[src/rtl/uart_tx_framer_if.sv]
// Parallel-side bundle of the UART transmit framer: the word and frame
// configuration flowing in, the serial line and busy flag flowing out.
interface uart_tx_framer_if #(
  parameter int Data_Width     = 8,
  parameter int Prescale_Width = 6
);
  logic [Data_Width-1:0]     P_Data;
  logic                      Data_Valid;
  logic                      Par_En;
  logic                      Par_Type;
  logic [Prescale_Width-1:0] Prescale;
  logic                      TX_Out;
  logic                      Busy;

  // Producer of words (drives data/config, observes line and busy)
  modport master (
    output P_Data, Data_Valid, Par_En, Par_Type, Prescale,
    input  TX_Out, Busy
  );

  // The framer itself
  modport slave (
    input  P_Data, Data_Valid, Par_En, Par_Type, Prescale,
    output TX_Out, Busy
  );
endinterface

[src/rtl/uart_tx_framer.sv]
// UART transmit framer: serialises one captured word as
// start bit, data bits LSB first, optional parity bit, stop bit.
// Every bit is held for the captured prescale count of clk cycles.
module uart_tx_framer #(
  parameter int Data_Width     = 8,
  parameter int Prescale_Width = 6
) (
  input logic              clk,
  input logic              rst,
  uart_tx_framer_if.slave  bus
);

  localparam int BIT_W = (Data_Width > 1) ? $clog2(Data_Width) : 1;
  localparam logic [BIT_W-1:0]          LAST_BIT   = BIT_W'(Data_Width - 1);
  localparam logic [BIT_W-1:0]          BIT_ONE    = BIT_W'(32'd1);
  localparam logic [Prescale_Width-1:0] PRESC_ONE  = Prescale_Width'(32'd1);
  localparam logic [Prescale_Width-1:0] PRESC_ZERO = {Prescale_Width{1'b0}};

  typedef enum logic [2:0] {
    IDLE   = 3'd0,
    START  = 3'd1,
    DATA   = 3'd2,
    PARITY = 3'd3,
    STOP   = 3'd4
  } state_t;

  // Even parity is the XOR of the data bits; odd parity is its inverse.
  function automatic logic parity_f(input logic [Data_Width-1:0] d,
                                    input logic odd);
    return (^d) ^ odd;
  endfunction

  state_t                    state_q;
  logic [Data_Width-1:0]     data_q;      // shifts right as data bits go out
  logic                      par_en_q;
  logic                      par_bit_q;
  logic [Prescale_Width-1:0] presc_q;
  logic [Prescale_Width-1:0] edge_cnt_q;
  logic [BIT_W-1:0]          bit_cnt_q;
  logic                      tx_q;
  logic                      busy_q;

  logic [Prescale_Width-1:0] presc_d;
  logic                      bit_done;

  // Effective prescale for capture (0 behaves as 1) and end-of-bit strobe
  always_comb begin
    presc_d  = bus.Prescale;
    bit_done = 1'b0;
    if (bus.Prescale == PRESC_ZERO) begin
      presc_d = PRESC_ONE;
    end else begin
      presc_d = bus.Prescale;
    end
    if (edge_cnt_q == (presc_q - PRESC_ONE)) begin
      bit_done = 1'b1;
    end else begin
      bit_done = 1'b0;
    end
  end

  // Frame state machine; line and busy are registered here directly
  always_ff @(posedge clk) begin
    if (rst) begin
      state_q    <= IDLE;
      data_q     <= {Data_Width{1'b0}};
      par_en_q   <= 1'b0;
      par_bit_q  <= 1'b0;
      presc_q    <= PRESC_ONE;
      edge_cnt_q <= PRESC_ZERO;
      bit_cnt_q  <= {BIT_W{1'b0}};
      tx_q       <= 1'b1;
      busy_q     <= 1'b0;
    end else begin
      // Cycle counter within the current bit runs only during a frame
      if (busy_q) begin
        if (bit_done) begin
          edge_cnt_q <= PRESC_ZERO;
        end else begin
          edge_cnt_q <= edge_cnt_q + PRESC_ONE;
        end
      end

      case (state_q)
        IDLE: begin
          if (bus.Data_Valid) begin
            data_q     <= bus.P_Data;
            par_en_q   <= bus.Par_En;
            par_bit_q  <= parity_f(bus.P_Data, bus.Par_Type);
            presc_q    <= presc_d;
            edge_cnt_q <= PRESC_ZERO;
            bit_cnt_q  <= {BIT_W{1'b0}};
            tx_q       <= 1'b0;
            busy_q     <= 1'b1;
            state_q    <= START;
          end
        end

        START: begin
          if (bit_done) begin
            tx_q    <= data_q[0];
            state_q <= DATA;
          end
        end

        DATA: begin
          if (bit_done) begin
            if (bit_cnt_q == LAST_BIT) begin
              if (par_en_q) begin
                tx_q    <= par_bit_q;
                state_q <= PARITY;
              end else begin
                tx_q    <= 1'b1;
                state_q <= STOP;
              end
            end else begin
              bit_cnt_q <= bit_cnt_q + BIT_ONE;
              tx_q      <= data_q[1];
              data_q    <= data_q >> 1;
            end
          end
        end

        PARITY: begin
          if (bit_done) begin
            tx_q    <= 1'b1;
            state_q <= STOP;
          end
        end

        STOP: begin
          if (bit_done) begin
            tx_q    <= 1'b1;
            busy_q  <= 1'b0;
            state_q <= IDLE;
          end
        end

        default: begin
          tx_q    <= 1'b1;
          busy_q  <= 1'b0;
          state_q <= IDLE;
        end
      endcase
    end
  end

  assign bus.TX_Out = tx_q;
  assign bus.Busy   = busy_q;

endmodule

[src/flat_wrapper.sv]
// flat-port wrapper written by rule: the top's interface ports become plain ports
module uart_tx_framer_flat 
#(
  parameter int Data_Width     = 8,
  parameter int Prescale_Width = 6
)
  (clk, rst, bus_P_Data, bus_Data_Valid, bus_Par_En, bus_Par_Type, bus_Prescale, bus_TX_Out, bus_Busy);
  uart_tx_framer_if #(.Data_Width(Data_Width), .Prescale_Width(Prescale_Width)) bus_i ();
  input logic clk;
  input logic rst;
  input wire logic [$bits(bus_i.P_Data)-1:0] bus_P_Data;
  input wire logic [$bits(bus_i.Data_Valid)-1:0] bus_Data_Valid;
  input wire logic [$bits(bus_i.Par_En)-1:0] bus_Par_En;
  input wire logic [$bits(bus_i.Par_Type)-1:0] bus_Par_Type;
  input wire logic [$bits(bus_i.Prescale)-1:0] bus_Prescale;
  output wire logic [$bits(bus_i.TX_Out)-1:0] bus_TX_Out;
  output wire logic [$bits(bus_i.Busy)-1:0] bus_Busy;
  assign bus_i.P_Data = bus_P_Data;
  assign bus_i.Data_Valid = bus_Data_Valid;
  assign bus_i.Par_En = bus_Par_En;
  assign bus_i.Par_Type = bus_Par_Type;
  assign bus_i.Prescale = bus_Prescale;
  assign bus_TX_Out = bus_i.TX_Out;
  assign bus_Busy = bus_i.Busy;
  uart_tx_framer #(.Data_Width(Data_Width), .Prescale_Width(Prescale_Width)) u_core (.clk(clk), .rst(rst), .bus(bus_i));
endmodule
[config.mk]
export PLATFORM = sky130hd
export DESIGN_NAME = uart_tx_framer_flat
export DESIGN_NICKNAME = d
export VERILOG_FILES = /design/src/rtl/uart_tx_framer_if.sv /design/src/rtl/uart_tx_framer.sv /design/src/flat_wrapper.sv
export SDC_FILE = /design/constraint.sdc
export NUM_CORES = 1
export LEC_CHECK = 0
export CORE_MARGIN = 2
export CORE_UTILIZATION = 59
export DETAILED_ROUTE_END_ITERATION = 6
export PLACE_DENSITY = 0.81
export SYNTH_ARGS = -nofsm -noshare
export SYNTH_HDL_FRONTEND = slang
export SYNTH_SLANG_ARGS = --single-unit
[constraint.sdc]
create_clock -name clk -period 3.9 [get_ports clk]
set_clock_uncertainty 0.1 [all_clocks]
set_input_delay 0.39 -clock clk [delete_from_list [all_inputs] [get_ports clk]]
set_output_delay 0.39 -clock clk [all_outputs]
set_load 0.01 [all_outputs]
==> results_dict.tcl <==
set metrics [dict create \
    outcome "finished clean" \
    switching_share_pct 34.1 \
    crit_path_start_kind "register" \
    crit_arrival_ns 2.52 \
    gp_congestion 0.847 \
    setup_ws_ns 1.45 \
    vias 1491 \
    cts_buffer_depth 2 \
    rsz0062_at_grt "false" \
    period_needed_ns 2.45 \
    drv_cap 0 \
    cp.required_ns 3.97 \
    ys_seq_area_share_pct 35.7 \
    finalMaxSlewViolations 0 \
    p_int_w 0.000534 \
    wl_microns 3530 \
    synth_ff_type "dfxtp_1" \
    ff2ff_path_depth 8 \
    crit_fanout 18 \
    die-area_sq_mm 0.00330 \
    start_util_pct 61.6 \
    criticalPathCategory "register to register" \
    first_global_vias 1411 \
    synthesis.instances 203 \
    diodes 0 \
    antenna_found_initial 0 \
    synth-simple-area-share_pct 25.6 \
    placementRows 19 \
    setup_viol 0 \
    max_freq_ghz 0.409 \
    powerDensity_mw_per_mm2 420 \
    power_frac_comb_pct 29.9 \
    synth-adder-area-share_pct 2.97 \
    reg2reg_setup_slack_ns 1.45 \
    synth_common_cells "30 x dfxtp_1, 22 x nor2_1, 21 x nand2_1, 16 x a21oi_1, 13 x xnor2_1" \
    grt_pass1_wl_microns 5910 \
    p_seq_share_pct 46.3 \
    grt_usage_pct 23.0 \
    synth.distinct_cells 43 \
    dr.first_iter.drc_count 62 \
    hold_path_depth 2 \
    avgSynthCellArea_sq_um 8.29 \
    yosys_warnings 0 \
    synth_compound_area_share_pct 20.2 \
    via_per_inst 5.96 \
    die_h_microns 57.4 \
    slew_headroom_pct 30.0 \
    power.clock.fraction_pct 23.9 \
    layout-drive-gt1-share_pct 7.76 \
    place_ws_ns 1.45 \
    cts_setup_buffers 0 \
    synth_edf_count 0 \
    dieWidth_microns 57.4 \
    cts_buffers 5 \
    synthesis.nets 226 \
    synth_top_area_share_pct 35.7 \
    cp-end-kind "register" \
    area_growth_pct 14.5 \
    clk_latency_ns 0.33 \
    fin_crit_sh_pct 62.7 \
    rr_startpoint "u_core.presc_q[0]" \
    cts_resized 0 \
    ys_ff_latch 30 \
    synth-xor-area-share_pct 8.85 \
    cts_tree "yes" \
    fin_nets 241 \
    synth.cell_area_sq_mm 0.00168 \
    drtAntennaViolNets 0 \
    ys_async_sr_fraction_pct 0 \
    root_buffer "clkbuf_4" \
    grt_overflow_total 0 \
    hold_viol_final 0 \
    peakVddDrop_uv 360 \
    holdPathEnd "u_core.par_bit_q" \
    io_buffers 20 \
    hold_buffers 0 \
    core_sq_mm 0.00273 \
    synth_top_family_by_area "simple AND/OR/NAND/NOR gates" \
    r2r-end "u_core.data_q[0]" \
    drcViolationCount 0 \
    drt-pass1-iter-count 4 \
    cts-htree-levels 2 \
    hp-class "register to register" \
    cts.sinks 30 \
    grt_max_degree 26 \
    clkTransAtPathRegs_ns 0.09 \
    dp_hpwl_microns 2510 \
    fillers 233 \
    setup_tns_ns 0 \
    ios 21 \
    synthMuxAreaShare_pct 2.08 \
    yosysMostFrequentCell "dfxtp_1" \
    worst_slew_pin_slew_ns 1.05 \
    ys_top_cells_by_area "dfxtp_1 36%, xnor2_1 6.8%, nor2_1 4.9%, a21oi_1 4.8%, nand2_1 4.7%" \
    yosysTopAreaCell "dfxtp_1" \
    wl_per_cell_microns 14.1 \
    hp-start "u_core.par_bit_q" \
    p_switching_w 0.000276 \
    leakagePower_nw 0.722 \
]
[through the flow]
stage,total power [W],utilization (%),area (sq um),hold slack [ns],instances
5_1_grt,0.000859,70.5,1930,0.403,250
3_5_place_dp,0.000622,68.3,1870,0.361,242
6_report,0.000809,70.5,1930,0.375,250
3_3_place_gp,0.000612,68.3,1870,0.353,242
4_1_cts,0.000813,70.5,1930,0.374,250
2_1_floorplan,0.000556,-,1680,0.332,203
[routing by layer]
metal,vias to the layer above,share of wire (%),track usage (%)
met3,5,4.2,7.94
met2,33,51,40.1
met5,-,0,0
met1,705,43,26.0
li1,748,-,-
met4,0,1.1,7.64
[registers in the layout, summed over array words and instances (netlist names)]
signal	count
u_core.bit_cnt_q	3
u_core.state_q	3
u_core.bus.TX_Out	1
u_core.edge_cnt_q	6
u_core.data_q	8
u_core.bus.Busy	1
u_core.presc_q	6
u_core.par_bit_q	1
u_core.par_en_q	1
[critical path: stages, from the launching register on]
cell and delay [ns]:
dfxtp_1 0.47, inv_1 0.07, ha_1 0.25, xnor2_1 0.14, a21o_1 0.19, o21ai_2 0.25
nand4_4 0.31, a221oi_1 0.42, a211oi_1 0.09
[placed cells by master, fill, tap and decap left out, types with 2 or more instances in the layout]
master           netlist  routed
nand3_1               10      10
dfxtp_1               30      30
mux2i_1                2       2
a211oi_1               7       7
nor2_1                22      22
inv_1                  6       6
ha_1                   4       4
nor3_1                 2       2
clkbuf_4               0       5
clkdlybuf4s50_1        0      20
a221oi_1               7       7
nand2b_1               4       4
a31oi_1                6       6
xor2_1                 4       4
and2_1                 9       9
xnor2_1               13      13
a32o_1                 2       2
o21ai_0                3       3
a21oi_1               16      16
o22ai_1                2       2
nand2_1               21      21
[how the worst max path moves through the flow]
stage	startpoint	to	slack (ns)	cells after the start
global route	u_core.presc_q[0]	u_core.data_q[3]	1.34	8
floorplan	u_core.presc_q[0]	u_core.bus.Busy	1.93	9
detailed placement	rst	u_core.bus.TX_Out	1.45	5
finish	u_core.presc_q[0]	u_core.data_q[0]	1.45	8
CTS	u_core.presc_q[0]	u_core.data_q[0]	1.49	8
global placement	bus_Data_Valid	u_core.bus.TX_Out	1.48	6
[power by group through the flow]
| stage | Combinational (W) | Sequential [W] | Clock, W |
|---|---|---|---|
| after global routing | 0.000268 | 0.000380 | 0.000212 |
| after detailed placement | 0.000241 | 0.000381 | 0 |
| after floorplan | 0.000187 | 0.000370 | 0 |
| after global placement | 0.000232 | 0.000379 | 0 |
| after CTS | 0.000242 | 0.000374 | 0.000198 |
| final | 0.000242 | 0.000375 | 0.000193 |
[cell families (layout without fill, tap and decap cells)]
logic type,Yosys count,in the layout
adder cells (fa/ha/maj),4,4
AO/OA/AOI/OAI,50,50
AND/OR/NAND/NOR,81,81
flip-flops,30,30
multiplexers,3,3
buffers and inverters,18,34
XOR/XNOR,17,17
[final cells by class]
| class | count | area [sq um] | area share (%) |
|---|---|---|---|
| multi-input combinational | 155 | 1000 | 52.1 |
| sequential | 30 | 601 | 31.2 |
| timing repair buffer | 20 | 200 | 10.4 |
| clock buffer | 7 | 55.1 | 2.86 |
| tap | 31 | 38.8 | 2.01 |
| inverter | 6 | 22.5 | 1.17 |
| clock inverter | 1 | 5.00 | 0.260 |
No activity file was read; power rests on OpenSTA's default activity.
